<file path="config.mk">
export PLATFORM = sky130hd
export DESIGN_NAME = sram_stream_reader
export DESIGN_NICKNAME = d
export VERILOG_FILES = /design/src/rtl/sram_stream_reader_pkg.sv /design/src/rtl/sram_addr_gen.sv /design/src/rtl/sram_stream_reader.sv
export SDC_FILE = /design/constraint.sdc
export NUM_CORES = 1
export LEC_CHECK = 0
export CAP_MARGIN = 0
export CORE_UTILIZATION = 46
export CTS_BUF_LIST = sky130_fd_sc_hd__clkbuf_16
export DETAILED_ROUTE_END_ITERATION = 12
export PLACE_DENSITY = 0.79
export SYNTH_ARGS = -nofsm -noshare
export SYNTH_HDL_FRONTEND = slang
export SYNTH_SLANG_ARGS = --single-unit
</file>
<file path="constraint.sdc">
create_clock -name CLK -period 2.5 [get_ports CLK]
set_clock_uncertainty 0.05 [all_clocks]
set_input_delay 0.5 -clock CLK [delete_from_list [all_inputs] [get_ports CLK]]
set_output_delay 0.5 -clock CLK [all_outputs]
set_load 0.01 [all_outputs]
</file>
<file path="src/rtl/sram_stream_reader_pkg.sv">
// Shared widths and FSM encoding for the SRAM stream reader.
package sram_stream_reader_pkg;
  localparam int ADDR_W = 7;
  localparam int WORD_W = 16;

  typedef enum logic [1:0] {
    ST_IDLE   = 2'd0,
    ST_STREAM = 2'd1,
    ST_FLUSH  = 2'd2
  } state_t;
endpackage

</file>
<file path="src/rtl/sram_addr_gen.sv">
// Strided address register and remaining-word counter for one burst.
import sram_stream_reader_pkg::*;

module sram_addr_gen #(
  parameter int A = ADDR_W
) (
  input  logic         CLK,
  input  logic         RST,
  input  logic         load,
  input  logic         advance,
  input  logic [A-1:0] baseAddr,
  input  logic [A-1:0] stride,
  input  logic [A:0]   count,
  output logic [A-1:0] addr,
  output logic         last,
  output logic         empty
);
  logic [A-1:0] r_addr;
  logic [A-1:0] r_stride;
  logic [A:0]   r_rem;

  // Address add truncates to A bits, so wrap-around is silent.
  always_ff @(posedge CLK) begin
    if (RST) begin
      r_addr   <= '0;
      r_stride <= '0;
      r_rem    <= '0;
    end else if (load) begin
      r_addr   <= baseAddr;
      r_stride <= stride;
      r_rem    <= count;
    end else if (advance) begin
      r_addr <= r_addr + r_stride;
      r_rem  <= r_rem - (A+1)'(1);
    end
  end

  assign addr  = r_addr;
  assign last  = (r_rem == (A+1)'(1));
  assign empty = (r_rem == '0);
endmodule

</file>
<file path="src/rtl/sram_stream_reader.sv">
// Strided burst reader: drives SRAM address, registers read data, streams it over valid/ready.
import sram_stream_reader_pkg::*;

module sram_stream_reader #(
  parameter int A = ADDR_W,
  parameter int W = WORD_W
) (
  input  logic         CLK,
  input  logic         RST,
  input  logic         start,
  input  logic [A-1:0] baseAddr,
  input  logic [A-1:0] stride,
  input  logic [A:0]   count,
  output logic [A-1:0] sramAddress,
  input  logic [W-1:0] sramData,
  output logic [W-1:0] outData,
  output logic         outValid,
  input  logic         outReady,
  output logic         busy,
  output logic         done
);
  state_t       r_state;
  logic [W-1:0] r_data;
  logic         r_valid;
  logic         r_done;

  logic w_start_ok;
  logic w_load;
  logic w_last;
  logic w_empty;

  assign w_start_ok = (r_state == ST_IDLE) && start && (count != '0);
  // A new word may load when the output slot is empty or being drained this edge.
  assign w_load     = (r_state == ST_STREAM) && !w_empty && (!r_valid || outReady);

  sram_addr_gen #(.A(A)) u_addr_gen (
    .CLK      (CLK),
    .RST      (RST),
    .load     (w_start_ok),
    .advance  (w_load),
    .baseAddr (baseAddr),
    .stride   (stride),
    .count    (count),
    .addr     (sramAddress),
    .last     (w_last),
    .empty    (w_empty)
  );

  always_ff @(posedge CLK) begin
    if (RST) begin
      r_state <= ST_IDLE;
      r_data  <= '0;
      r_valid <= 1'b0;
      r_done  <= 1'b0;
    end else begin
      r_done <= 1'b0;
      case (r_state)
        ST_IDLE: begin
          if (start) begin
            if (count == '0) r_done  <= 1'b1;
            else             r_state <= ST_STREAM;
          end
        end
        ST_STREAM: begin
          if (w_load) begin
            r_data  <= sramData;
            r_valid <= 1'b1;
            if (w_last) r_state <= ST_FLUSH;
          end else if (r_valid && outReady) begin
            r_valid <= 1'b0;
          end
        end
        ST_FLUSH: begin
          if (r_valid && outReady) begin
            r_valid <= 1'b0;
            r_done  <= 1'b1;
            r_state <= ST_IDLE;
          end
        end
        default: r_state <= ST_IDLE;
      endcase
    end
  end

  assign outData  = r_data;
  assign outValid = r_valid;
  assign done     = r_done;
  assign busy     = (r_state != ST_IDLE);
endmodule

</file>
After elaboration in Yosys (flattened, before gate mapping):

Cells that the tools add are included.

* flip-flop bits (word level): 42
* output and inout bits: 26
* logic and storage cells: 51

* $add $sub $neg: 2
* equal/unequal tests: 8
* multiplexer cells: 17
* reduce and logical (&&, ||, !) cells: 17

Operators with widths (number)
* 8-bit zero test: 2
* 8-bit two-way mux: 2
* 7-bit two-way mux: 2
* 2-bit two-way mux: 5
* 8-bit by 1-bit == test with 1-bit output (second input constant): 1
* 8-bit nonzero test: 1
* 8-bit by 1-bit subtractor with 8-bit output (second input constant): 1
* 7-bit adder: 1
* 2-bit inequality test (second input constant): 3
* 2-bit case mux with 3 select lines: 1
* 2-bit nonzero test: 3
* 1-bit logical AND: 5
* 1-bit two-way mux: 5
* 5-bit AND reduction: 1
* 2-bit by 1-bit inequality test with 1-bit output (second input constant): 2
* 1-bit case mux with 2 select lines: 2
* 2-bit by 1-bit == test with 1-bit output (second input constant): 1
* 2-bit == test (second input constant): 1
* 1-bit zero test: 2
* 2-bit zero test: 1
* 2-bit AND reduction: 1
* 1-bit logical OR: 1

Longest topological paths before layout:

* depth in word-level cells: 6
* gate-level depth with buffers: 8
* depth with buffers taken out: 7

Modules after synthesis:

A second synthesis with hierarchy kept.

* cell total of the unflattened synthesis: 244
* area, all modules: 2134.5 sq um

By module, submodules not included
* sram_addr_gen: times used 1, cells each 138, area each 1237.4 sq um, seq. area each 440.4 sq um
* sram_stream_reader: times used 1, cells each 106, area each 897.1 sq um, seq. area each 400.4 sq um

Worst setup path after synthesis:

Ideal clock, no wire load.

* path type: register -> register
* start: register u_addr_gen.r_addr[0], in the netlist u_addr_gen.addr[0]
* end: register u_addr_gen.r_addr[6], in the netlist u_addr_gen.addr[6]
* arrival time: 1.910 ns
* required time: 2.326 ns
* setup slack: 0.416 ns
* stages on the path, launching flop included: 8
* path buffers: 0
* period minus slack after synthesis: 2.084 ns
* cells stage by stage: dfxtp_1 -> ha_1 -> fa_1 -> a211oi_1 -> or4b_2 -> o2111ai_1 -> mux2i_1 -> nand3_1

* word-level cells in the longest chain between the ends: 3

RTL lines
* start: declaration: line sram_addr_gen.sv:18 `logic [A-1:0] r_addr;`
* start signal: assignment: line sram_addr_gen.sv:29 `r_addr <= baseAddr;`
* start signal: assignment: line sram_addr_gen.sv:33 `r_addr <= r_addr + r_stride;`
* 7-bit adder: line sram_addr_gen.sv:33
* 7-bit two-way mux: line sram_addr_gen.sv:32 `end else if (advance) begin`
* 7-bit two-way mux: line sram_addr_gen.sv:28 `end else if (load) begin`

Every way passes these cells. The select of a mux whose other input is x is not followed.
A chain may end at the register's enable or synchronous reset.

Worst setup path after layout:

Ends and elaborated chain as after synthesis.

==> key figures <==
Run status
  – Run status: complete, no violations

Timing
  – Worst-Margin Slew: roughly 0.45 ns
  – Min cycle time layout: 2.17 ns
  – Final hold vios: 0
  – Slew headroom: between 60% and 70%
  – Unrepaired setup endpoints after global routing: false
  – Setup violations, final: 0
  – Setup TNS: 0 ns
  – FMAX: ~460 MHz
  – Worst Hold Slack: around 0.40 ns
  – Period Utilization, post-route: 86.7%
  – Max Slew Vio Count: 0

Clock network
  – CTS resizes: 0
  – CTS sink count: 42
  – Clock Latency Late Sink: approximately 0.29 ns
  – Hold buffers post-CTS: 0
  – CTS tree: done
  – # Post-CTS Setup Buffers: 0
  – H-Tree Depth: 2
  – Worst-path clk slew: approximately 0.06 ns
  – Clock Path Buffers: 2
  – Root Driver: clkbuf_16
  – CTS buffer count: 5

Drt
  – Antenna-violating nets left: 0
  – Vias per cell: 5.49
  – First DRT Iteration DRCs: approximately 130
  – Via count: ~2100
  – Routed WL per cell: 14.9 µm
  – Post-Route WL: around 5700 µm
  – DRC Markers: 0
  – DRT Pass-1 Iters: 4

Yosys
  – Synthesis-stage register bit count: between 40 and 50
  – Post-synth cell types: 44
  – Synth async-reset ratio: 0%
  – Mapped Area: between 0.002 and 0.0025 mm²
  – Largest area contributor in the netlist: dfxtp_1
  – Average size of a mapped cell: a little over 8 µm²
  – Post-synth EDFFs: 0
  – Synth area leaders: dfxtp_1 (39%), nand2_1 (11%), a21oi_1 (8.1%)
  – Synth Flop Type: dfxtp_1
  – YS warnings: 0
  – Syn nets: approximately 320
  – Sequential share of the synthesized area: between 30 and 40%
  – Post-Synthesis Cells: between 200 and 300
  – Synth top area share: 39.1%

Worst setup path
  – Crit-path cells: ha_1 > fa_1 > a211oi_1 > or4b_2 > o2111ai_1 > mux2i_1 > nand3_1
  – Worst Path Arrival: 2.30 ns
  – Top delay family on crit path: simple AND/OR/NAND/NOR gates
  – Worst-path maximum fanout: 3
  – Worst setup SP type: flop
  – Critical path class: flop to flop
  – CP max stage delay: approximately 0.64 ns
  – Required time of the critical path: about 2.6 ns
  – CP endpoint kind: flop
  – WP buf/inv: 0
  – Slowest CP cell: or4b_2

Power and ir drop
  – Design Power: ~0.0029 W
  – Cell area power density: 943 mW/mm²
  – VDD IR max: approximately 0.0007 V
  – Leak Pwr: around 1.2 nW

Global routing
  – Initial antenna violation count: 0
  – All-Layer GR Usage: between 20% and 30%
  – First-pass GRT wire length: just over 9000 µm
  – Vias in the first global route: 2015
  – Global route total overflow: 0
  – Largest net degree at the start of global routing: 22

Final layout
  – Seq. cell area: around 840 µm²
  – Number of filler cells placed in the layout: ~370
  – Most frequent cells in the layout: clkdlybuf4s50_1 (67), nand2_1 (62), dfxtp_1 (42)
  – Share of layout cells above drive strength 1: about 6.3%
  – Fin util: slightly below 70%
  – Commonest non-fill, non-tap cell in the layout: clkdlybuf4s50_1
  – Diodes inserted: 0
  – Area grow syn2layout: 41.1%
  – Final #Nets: ~390
  – Multi-input combinational cell area: 0.00119 mm²

Floorplanning
  – Rows: 24
  – Die Ht: roughly 70 µm
  – Initial core utilization: around half
  – Die Width: 70.4 µm
  – Die area: slightly below 0.005 mm²
  – Area of the core: ~0.0044 mm²
  – Top-Level Pins: between 60 and 70

Worst hold path
  – Hold crit path type: flop to flop

Placement
  – Placed wire-length estimate: about 4100 µm
  – Port-buffer cells: 67
  – Routability cong.: between 0.8 and 0.9

Flow run
  – Max Cap Viol: 0
[kinds of logic (layout without fill, tap and decap cells)]
kind of cell             Yosys count  in the layout  synth area share [%]
buffers and inverters             23             93                  5.52
AO/OA/AOI/OAI                     74             74                  21.4
adder cells (fa/ha/maj)           14             14                  8.49
XOR/XNOR                           8              8                  3.26
AND/OR/NAND/NOR                  100            100                  21.3
flip-flops                        42             42                  39.1
multiplexers                       2              2                 0.930
[registers in the layout, indices dropped and copies added (netlist names)]
register / flops
done: 1
outData: 16
outValid: 1
r_state: 2
u_addr_gen.addr: 7
u_addr_gen.r_rem: 8
u_addr_gen.r_stride: 7
[cell type report]
cell class	instances	share of cell area, %
Inverter	8	0.989
Timing Repair Buffer	77	24.6
Tap cell	52	2.14
Multi-Input combinational cell	198	39.3
Clock inverter	3	1.24
Sequential cell	42	27.7
Clock buffer	5	4.12
[metal layers]
layer	track usage (%)	vias up	part of all wire, %
li1	-	1060	-
met1	28.1	1004	42
met2	41.8	41	53
met4	8.00	0	1.0
met3	5.77	9	3.5
met5	0	-	0
[tightest hold or removal path, cell delays in order (launching register included)]
cell and delay [ns]:
dfxtp_1 0.30, nand2_1 0.05, a21oi_1 0.05
[where the power goes]
group	switching, W	internal (W)
Clock	0.000270	0.000464
Sequential	0.000120	0.000820
Combinational	0.000616	0.000572
[synthesized netlist by cell type (2+ instances only)]
cell type and count:
a311oi_1 2, buf_4 4, a21o_1 2, clkbuf_1 7, a21oi_1 35, inv_1 8, nand2_1 62, nor3_1 3
ha_1 13, xor2_1 4, o211ai_1 2, or4_1 2, o21ai_0 11, dfxtp_1 42, a31oi_1 3, o211a_1 2
buf_6 2, mux2i_1 2, and3_1 2, a22o_1 3, a211oi_1 5, nor2_1 11, nor3b_1 2, nand3_1 6
or3_1 2, buf_2 2, nor4_1 4, xnor2_1 4
[metrics by stage]
stage	setup slack, ns	std cells	instance area, µm²
3_5_place_dp	0.0532	377	2870
4_1_cts	0.328	385	3040
6_report	0.332	385	3040
2_1_floorplan	0.416	263	2150
3_3_place_gp	0.115	377	2870
5_1_grt	0.154	385	3040
[path summary, 6_finish.rpt]
kind                      start                 end  slack (ns)  cells past startpoint
max reg2reg  u_addr_gen.addr[0]  u_addr_gen.addr[6]        0.33                      7
max          u_addr_gen.addr[0]  u_addr_gen.addr[6]        0.33                      7
min reg2reg         outData[11]         outData[11]        0.40                      2
min                 outData[11]         outData[11]        0.40                      2
No activity file was read; power rests on OpenSTA's default activity.
